`src/rtl/icache_ctrl_pkg.sv`:
```
// icache_ctrl_pkg: shared encodings and field positions for the L1 icache controller
package icache_ctrl_pkg;
    typedef enum logic [1:0] {
        ST_IDLE   = 2'd0,
        ST_L2_REQ = 2'd1,
        ST_WRITE  = 2'd2,
        ST_WAIT   = 2'd3
    } state_t;
    localparam logic WRITE   = 1'b1;
    localparam logic READ    = 1'b0;
    localparam logic ENABLE  = 1'b1;
    localparam logic DISABLE = 1'b0;
    localparam int TAG_MSB  = 31;
    localparam int TAG_LSB  = 12;
    localparam int IDX_MSB  = 11;
    localparam int IDX_LSB  = 4;
    localparam int WORD_MSB = 3;
    localparam int WORD_LSB = 2;
    function automatic logic [31:0] line_word(input logic [127:0] line, input logic [1:0] w);
        return line[w*32 +: 32];
    endfunction
endpackage

```
`src/rtl/icache_ctrl_if.sv`:
```
// icache_ctrl_if: IF-stage, L1 tag/data RAM and L2 signals of the icache controller
interface icache_ctrl_if;
    logic         if_req;
    logic [31:0]  if_addr;
    logic [31:0]  insn;
    logic         hit;
    logic         miss_stall;
    logic [7:0]   index;
    logic         tag0_rw;
    logic         tag1_rw;
    logic [19:0]  tag_wd;
    logic [20:0]  tag0_rd;
    logic [20:0]  tag1_rd;
    logic         lru;
    logic         complete;
    logic         data0_rw;
    logic         data1_rw;
    logic [127:0] data_wd;
    logic [127:0] data0_rd;
    logic [127:0] data1_rd;
    logic         l2_req;
    logic [27:0]  l2_addr;
    logic         l2_rdy;
    logic [127:0] l2_rdata;
    modport master (
        input  if_req, if_addr, tag0_rd, tag1_rd, lru, complete, data0_rd, data1_rd, l2_rdy, l2_rdata,
        output insn, hit, miss_stall, index, tag0_rw, tag1_rw, tag_wd, data0_rw, data1_rw, data_wd,
               l2_req, l2_addr
    );
    modport slave (
        output if_req, if_addr, tag0_rd, tag1_rd, lru, complete, data0_rd, data1_rd, l2_rdy, l2_rdata,
        input  insn, hit, miss_stall, index, tag0_rw, tag1_rw, tag_wd, data0_rw, data1_rw, data_wd,
               l2_req, l2_addr
    );
endinterface

```
`src/rtl/icache_way_sel.sv`:
```
// icache_way_sel: two-way tag compare and victim choice (invalid way first, else LRU)
module icache_way_sel (
    input  logic [20:0] tag0_rd,
    input  logic [20:0] tag1_rd,
    input  logic        lru,
    input  logic [19:0] tag,
    output logic        hit0,
    output logic        hit1,
    output logic        victim
);
    assign hit0   = tag0_rd[20] && tag0_rd[19:0] == tag;
    assign hit1   = tag1_rd[20] && tag1_rd[19:0] == tag;
    assign victim = !tag0_rd[20] ? 1'b0 : !tag1_rd[20] ? 1'b1 : lru;
endmodule

```
`src/rtl/icache_ctrl.sv`:
```
// icache_ctrl: two-way L1 icache controller, same-cycle hit compare and L2 line refill on miss
module icache_ctrl
    import icache_ctrl_pkg::*;
(
    input logic           clk,
    input logic           reset,
    icache_ctrl_if.master bus
);
    state_t       state;
    logic [31:0]  addr_r;
    logic         way_r;
    logic [127:0] line_r;
    logic         l2_req_r;
    logic [1:0]   wr_r;
    logic         hit0;
    logic         hit1;
    logic         victim;
    logic         idle;
    logic         lookup;
    logic         any_hit;
    logic         req_miss;
    icache_way_sel u_way_sel (
        .tag0_rd (bus.tag0_rd),
        .tag1_rd (bus.tag1_rd),
        .lru     (bus.lru),
        .tag     (bus.if_addr[TAG_MSB:TAG_LSB]),
        .hit0    (hit0),
        .hit1    (hit1),
        .victim  (victim)
    );
    assign idle     = state == ST_IDLE;
    assign lookup   = reset && idle && bus.if_req;
    assign any_hit  = hit0 || hit1;
    assign req_miss = lookup && !any_hit;
    // way 0 wins if both ways report the same tag
    assign bus.hit        = lookup && any_hit;
    assign bus.insn       = (lookup && any_hit) ?
                            line_word(hit0 ? bus.data0_rd : bus.data1_rd, bus.if_addr[WORD_MSB:WORD_LSB]) : '0;
    assign bus.miss_stall = req_miss || (reset && !idle);
    assign bus.index      = !reset ? '0 : idle ? bus.if_addr[IDX_MSB:IDX_LSB] : addr_r[IDX_MSB:IDX_LSB];
    assign bus.tag_wd     = addr_r[TAG_MSB:TAG_LSB];
    assign bus.data_wd    = line_r;
    assign bus.l2_addr    = addr_r[31:4];
    assign bus.l2_req     = l2_req_r;
    assign bus.tag0_rw    = wr_r[0];
    assign bus.tag1_rw    = wr_r[1];
    assign bus.data0_rw   = wr_r[0];
    assign bus.data1_rw   = wr_r[1];
    always_ff @(posedge clk) begin
        if (!reset) begin
            state    <= ST_IDLE;
            addr_r   <= '0;
            way_r    <= 1'b0;
            line_r   <= '0;
            l2_req_r <= DISABLE;
            wr_r     <= {READ, READ};
        end else begin
            wr_r <= {READ, READ};
            case (state)
                ST_IDLE: if (req_miss) begin
                    addr_r   <= bus.if_addr;
                    way_r    <= victim;
                    l2_req_r <= ENABLE;
                    state    <= ST_L2_REQ;
                end
                ST_L2_REQ: if (bus.l2_rdy) begin
                    line_r   <= bus.l2_rdata;
                    l2_req_r <= DISABLE;
                    wr_r     <= {way_r ? WRITE : READ, way_r ? READ : WRITE};
                    state    <= ST_WRITE;
                end
                ST_WRITE: state <= ST_WAIT;
                ST_WAIT:  if (bus.complete) state <= ST_IDLE;
                default:  state <= ST_IDLE;
            endcase
        end
    end
endmodule
```
`src/flat_wrapper.sv`:
```
// flat-port wrapper written by rule: the top's interface ports become plain ports
module icache_ctrl_flat import icache_ctrl_pkg::*;
  (clk, reset, bus_if_req, bus_if_addr, bus_tag0_rd, bus_tag1_rd, bus_lru, bus_complete, bus_data0_rd, bus_data1_rd, bus_l2_rdy, bus_l2_rdata, bus_insn, bus_hit, bus_miss_stall, bus_index, bus_tag0_rw, bus_tag1_rw, bus_tag_wd, bus_data0_rw, bus_data1_rw, bus_data_wd, bus_l2_req, bus_l2_addr);
  icache_ctrl_if bus_i ();
  input logic clk;
  input logic reset;
  input wire logic [$bits(bus_i.if_req)-1:0] bus_if_req;
  input wire logic [$bits(bus_i.if_addr)-1:0] bus_if_addr;
  input wire logic [$bits(bus_i.tag0_rd)-1:0] bus_tag0_rd;
  input wire logic [$bits(bus_i.tag1_rd)-1:0] bus_tag1_rd;
  input wire logic [$bits(bus_i.lru)-1:0] bus_lru;
  input wire logic [$bits(bus_i.complete)-1:0] bus_complete;
  input wire logic [$bits(bus_i.data0_rd)-1:0] bus_data0_rd;
  input wire logic [$bits(bus_i.data1_rd)-1:0] bus_data1_rd;
  input wire logic [$bits(bus_i.l2_rdy)-1:0] bus_l2_rdy;
  input wire logic [$bits(bus_i.l2_rdata)-1:0] bus_l2_rdata;
  output wire logic [$bits(bus_i.insn)-1:0] bus_insn;
  output wire logic [$bits(bus_i.hit)-1:0] bus_hit;
  output wire logic [$bits(bus_i.miss_stall)-1:0] bus_miss_stall;
  output wire logic [$bits(bus_i.index)-1:0] bus_index;
  output wire logic [$bits(bus_i.tag0_rw)-1:0] bus_tag0_rw;
  output wire logic [$bits(bus_i.tag1_rw)-1:0] bus_tag1_rw;
  output wire logic [$bits(bus_i.tag_wd)-1:0] bus_tag_wd;
  output wire logic [$bits(bus_i.data0_rw)-1:0] bus_data0_rw;
  output wire logic [$bits(bus_i.data1_rw)-1:0] bus_data1_rw;
  output wire logic [$bits(bus_i.data_wd)-1:0] bus_data_wd;
  output wire logic [$bits(bus_i.l2_req)-1:0] bus_l2_req;
  output wire logic [$bits(bus_i.l2_addr)-1:0] bus_l2_addr;
  assign bus_i.if_req = bus_if_req;
  assign bus_i.if_addr = bus_if_addr;
  assign bus_i.tag0_rd = bus_tag0_rd;
  assign bus_i.tag1_rd = bus_tag1_rd;
  assign bus_i.lru = bus_lru;
  assign bus_i.complete = bus_complete;
  assign bus_i.data0_rd = bus_data0_rd;
  assign bus_i.data1_rd = bus_data1_rd;
  assign bus_i.l2_rdy = bus_l2_rdy;
  assign bus_i.l2_rdata = bus_l2_rdata;
  assign bus_insn = bus_i.insn;
  assign bus_hit = bus_i.hit;
  assign bus_miss_stall = bus_i.miss_stall;
  assign bus_index = bus_i.index;
  assign bus_tag0_rw = bus_i.tag0_rw;
  assign bus_tag1_rw = bus_i.tag1_rw;
  assign bus_tag_wd = bus_i.tag_wd;
  assign bus_data0_rw = bus_i.data0_rw;
  assign bus_data1_rw = bus_i.data1_rw;
  assign bus_data_wd = bus_i.data_wd;
  assign bus_l2_req = bus_i.l2_req;
  assign bus_l2_addr = bus_i.l2_addr;
  icache_ctrl u_core (.clk(clk), .reset(reset), .bus(bus_i));
endmodule
```
`config.mk`:
```
export PLATFORM = sky130hd
export DESIGN_NAME = icache_ctrl_flat
export DESIGN_NICKNAME = d
export VERILOG_FILES = /design/src/rtl/icache_ctrl_pkg.sv /design/src/rtl/icache_ctrl_if.sv /design/src/rtl/icache_way_sel.sv /design/src/rtl/icache_ctrl.sv /design/src/flat_wrapper.sv
export SDC_FILE = /design/constraint.sdc
export NUM_CORES = 1
export LEC_CHECK = 0
export BUFFER_PORTS_ARGS = -buffer_cell sky130_fd_sc_hd__buf_4
export CORE_AREA = 2 2 269 271
export CTS_CLUSTER_DIAMETER = 50
export CTS_CLUSTER_SIZE = 40
export DETAILED_ROUTE_END_ITERATION = 12
export DIE_AREA = 0 0 271 273
export GPL_TIMING_DRIVEN = 0
export HOLD_SLACK_MARGIN = 0.1
export PLACE_DENSITY = 0.4
export REMOVE_ABC_BUFFERS = 1
export SYNTH_ARGS = -nofsm -noshare
export SYNTH_HDL_FRONTEND = slang
export SYNTH_SLANG_ARGS = --single-unit
```
`constraint.sdc`:
```
create_clock -name clk -period 11.18 [get_ports clk]
set_input_delay 3.354 -clock clk [delete_from_list [all_inputs] [get_ports clk]]
set_output_delay 3.354 -clock clk [all_outputs]
set_load 0.01 [all_outputs]
```
# Yosys cells after proc, flatten, opt, wreduce, memory -nomap -nowiden
# Index checks and enable logic that the tools add are counted.
# classes
n_eq_ne	8
shifts	1
n_mux	15
reduce_logical	18
# op_table
op	count
$mux 128	1
$shiftx 128x8->32	1
$eq 20x20->1	2
$mux 32	1
$mux 8	2
$reduce_and 3->1	3
$pmux 2 s4	1
$logic_and 1x1->1	7
$mux 1	6
$mux 2	3
$ne 2x2->1 const B	3
$eq 2x2->1 const B	2
$reduce_and 2->1	2
$eq 2x1->1 const B	1
$logic_not 1->1	2
$logic_not 2->1	1
$logic_or 1x1->1	2
$pmux 1 s2	1
$reduce_bool 2->1	1
# totals
register_bits	166
in_bits	464
out_inout_bits	223

# Depth between registers and ports, before layout
# logic_depth
depth_word	7
ltp_mapped	8

# By module
# Synthesis repeated with hierarchy kept, for this count alone.
# unflattened
cells_unflattened	938
area_unflattened_um2	8430.6
# modules_own_cells
module	n_inst	cells_per_inst	area_each_um2	seq_area_each_um2
icache_ctrl	1	882	7971.4	3243.1
icache_way_sel	1	56	459.2	0.0

# Worst setup path after synthesis
# Ideal clock, no wire load.
# synth_path
path_kind	input -> output
from	input port bus_if_addr[13]
to	output port bus_insn[11]
arrival_ns	5.009
required_ns	7.826
slack_ns	2.817
cell_stages	8
n_path_buf	2
cell_sequence	xor2_1 > nor4_1 > nand4_1 > or2_1 > buf_6 > buf_6 > mux4_2 > nor2_1
# synth_between
elab_chain_cells	5
elab_cells_between_ends	9
cone_classes	eq/ne: 2; shift: 1; mux: 2; reduce/logical: 4
# synth_rtl
element	line	source
from (decl)	flat_wrapper.sv:8	input wire logic [$bits(bus_i.if_addr)-1:0] bus_if_addr;
$eq 20x20->1 (on tied branches)	icache_way_sel.sv:11, icache_way_sel.sv:12	
$logic_and 1x1->1 (on tied branches)	icache_way_sel.sv:11, icache_way_sel.sv:12	
$mux 128 or $logic_or 1x1->1 (tied branches)	icache_ctrl.sv:38, icache_ctrl.sv:33	
$shiftx 128x8->32 or $logic_and 1x1->1 (tied branches)	icache_ctrl_pkg.sv:20, icache_ctrl.sv:37	
$mux 32 (*)	icache_ctrl.sv:37	assign bus.insn = (lookup && any_hit) ?
to (decl)	flat_wrapper.sv:17	output wire logic [$bits(bus_i.insn)-1:0] bus_insn;
# Every way passes the cells marked *; elsewhere a longest branch is shown, timed or not.

# Worst setup path after layout
# layout_path
from	input port bus_if_addr[29]
to	output port bus_insn[16]
# Same word-level chain as after synthesis.

==> flow_summary.toml <==
[drt]
drt-met1-wl_um = 24000
top_layer = "met5"
wl_met2_um = 25700
drc_errors = 0
avgRoutedWirePerCell_um = 20.7
finalWirelength_um = 54300
ant_nets = 0
routed-wl-met3_um = 3720
drt_iter0_markers = 535
firstDrtPassIters = 5
via_per_inst = 3.77
vias = 9877

[clock_tree]
cts.clk_slew.worst_paths_ns = 0.07
postCtsResizedCells = 0
htree_levels = 4
root_buffer = "clkbuf_16"
tritoncts = "done"
clk_path_buf_depth = 2
cts_hold_buf = 0
cts_setup_buffers = 0
cts_sinks = 162
cts_buffers = 17
clock_latency_ns = 0.48

[cells_and_area]
multi_input_area_um2 = 4960
finish.instance_area_um2 = 15400
area_growth_pct = 72.0
seqCellArea_um2 = 3240
nets = 2111
fillers = 7927
drive_gt1_share_pct = 46.0

[setup_path]
cp_max_fo = 33
required_ns = 7.83
r2r_cells = 5
rrSetupSlack_ns = 8.26
worstPathArrival_ns = 7.07
timing.rr.start = "u_core.state[1]"
end_kind = "output pin"
cp-start-kind = "input pin"
critPathKind = "in2out"
reg2reg_to = "u_core.way_r"

[placement]
port_buffers = 684
pre_cts_slack_ns = 0.728
dpl-instance-area_um2 = 14700
routabilityCongestion = 0.990
post-dp-hpwl_um = 44300

[timing]
hold_viol_final = 0
finClkSkew_ns = 0.0228
setup_violations = 0
setup_slack_ns = 0.761
finalCritPeriodShare_pct = 93.2
maxSlewHeadroom_pct = 13.3
rsz0062_at_grt = "false"
period_minus_slack_ns = 10.42
fmax_mhz = 96.0
maxSlewViolCount = 0
finalSetupTns_ns = 0
worst_slew_pin_slew_ns = 1.29

[floorplanning]
floorplan.rows = 98
io_pins = 687
start_util_pct = 12.6
core_um2 = 71000
die_y_um = 273
dieWidth_um = 271
die_area_um2 = 74000

[yosys]
ys_types = 39
synth_top_area_cell = "dfxtp_1"
async_reset_ff_share_pct = 0
syn_avg_cell_area_um2 = 8.57
ys_warn_count = 0
ys.flop_type = "dfxtp_1"
syn-cell-area_um2 = 8930
syn_inst = 1042
ys_top_cells_by_area = "dfxtp_1 36%, mux2i_1 15%, nand2_1 11%"
synth-seq-cells = 162
synth_edf_count = 0
synth-seq-area-share_pct = 36.3
synth_top_area_share_pct = 36.3

[hold_path]
min_from = "u_core.bus.data_wd[70]"
worstHoldEndpoint = "u_core.bus.data_wd[70]"
whs_path_depth = 2
hold_class = "reg2reg"

[job]
maxCapViolations = 0

[power]
power_w = 0.00200
leakagePower_nw = 6.94
peakVddDrop_v = 0.0000923
power.density_nw_per_um2 = 130

[global_routing]
grt_pass1_wl_um = 74100
antenna_found_initial = 11
grt_usage_pct = 14.1
grt_overflow = 0
grt_pass1_vias = 9827
grt_max_degree = 109

[run_status]
outcome = "finished clean"
-- worst max path at each step --
stage               startpoint           end  slack [ns]  cells past startpoint
2_1_floorplan  bus_if_addr[13]   bus_insn[0]        1.81                      6
3_3_place_gp   bus_if_addr[20]  bus_insn[16]       -2.57                      8
3_5_place_dp   bus_if_addr[29]  bus_insn[16]        0.73                      9
4_1_cts        bus_if_addr[29]  bus_insn[16]        0.71                      9
5_1_grt        bus_if_addr[20]  bus_insn[16]        0.56                      9
6_report       bus_if_addr[29]  bus_insn[16]        0.76                      9
-- layout make-up --
class / instances / share of cell area (%)
timing repair buffer: 690 / 34.5
multi-input combinational: 765 / 32.3
sequential: 162 / 21.1
tap: 950 / 7.74
clock buffer: 17 / 2.77
clock inverter: 15 / 1.25
inverter: 7 / 0.204
antenna: 11 / 0.179
-- worst max-delay path, cell delays in order --
cell	delay, ns
buf_4	0.13
xor2_1	0.15
nor4_1	1.07
nand4_1	0.36
o22ai_4	0.42
buf_12	0.22
nand2_2	0.55
nor2_1	0.56
buf_4	0.22
-- power breakdown --
| part | switching (W) | internal (W) |
|---|---|---|
| Clock | 0.000328 | 0.000308 |
| Sequential | 0.0000440 | 0.000648 |
| Combinational | 0.000343 | 0.000328 |
-- metal layers --
metal | GRT usage, % | vias up
met1 | 18.4 | 4728
li1 | - | 4773
met2 | 22.5 | 329
met4 | 4.30 | 4
met5 | 0 | -
met3 | 3.93 | 43
-- cell usage after synthesis, types with 2 or more instances --
cell type      count
a21oi_1          159
and3_1             2
buf_1              5
buf_4             23
buf_6              7
buf_8             11
clkbuf_1          55
clkbuf_8           2
dfxtp_1          162
dlygate4sd1_1      2
ha_1               4
inv_1              6
mux2i_1          136
mux4_1             2
mux4_2            30
nand2_1          260
nand3_1           33
nand4_1            2
nor2_1            41
nor3_1             5
nor4_1             8
o21ai_0           32
xnor2_1            2
xor2_1            38
-- kinds of logic (layout without fill, tap and decap cells) --
logic type               count (synthesis)  after routing  share of synthesized area, %
XOR/XNOR                                40             40                          3.92
flip-flops                             162            162                          36.3
AND/OR/NAND/NOR                        356            356                          16.0
other                                    0             11                             0
buffers and inverters                  115            729                          8.52
AO/OA/AOI/OAI                          197            197                          11.3
multiplexers                           168            168                          23.4
adder cells (fa/ha/maj)                  4              4                         0.560
-- layout by cell type, fill, tap and decap left out, types with 2 or more instances in the layout --
master,synthesis,final
nor2_1,41,41
inv_1,6,6
nand4_1,2,2
buf_12,0,2
xnor2_1,2,2
clkinv_4,0,3
buf_16,0,4
ha_1,4,4
inv_8,0,6
mux4_2,30,30
nor4_1,8,8
diode_2,0,11
clkbuf_16,0,17
inv_12,0,3
nor3_1,5,5
clkinv_8,0,3
buf_4,23,683
xor2_1,38,38
mux2i_1,136,136
o21ai_0,32,32
mux4_1,2,2
dfxtp_1,162,162
nand3_1,33,32
nand2_1,260,258
a21oi_1,159,159
-- stage by stage --
stage | hold slack (ns) | instances | util, %
CTS | 0.458 | 2606 | 21.6
global placement | 0.444 | 2568 | 20.5
detailed placement | 0.447 | 2574 | 20.7
floorplan | 0.409 | 934 | -
finish | 0.456 | 2617 | 21.6
global route | 0.472 | 2612 | 21.6
-- registers in the layout, indices dropped and copies added (netlist names) --
signal              flops
u_core.addr_r          28
u_core.state            2
u_core.bus.l2_req       1
u_core.way_r            1
u_core.bus.data_wd    128
u_core.wr_r             2
No activity file was read; power rests on OpenSTA's default activity.
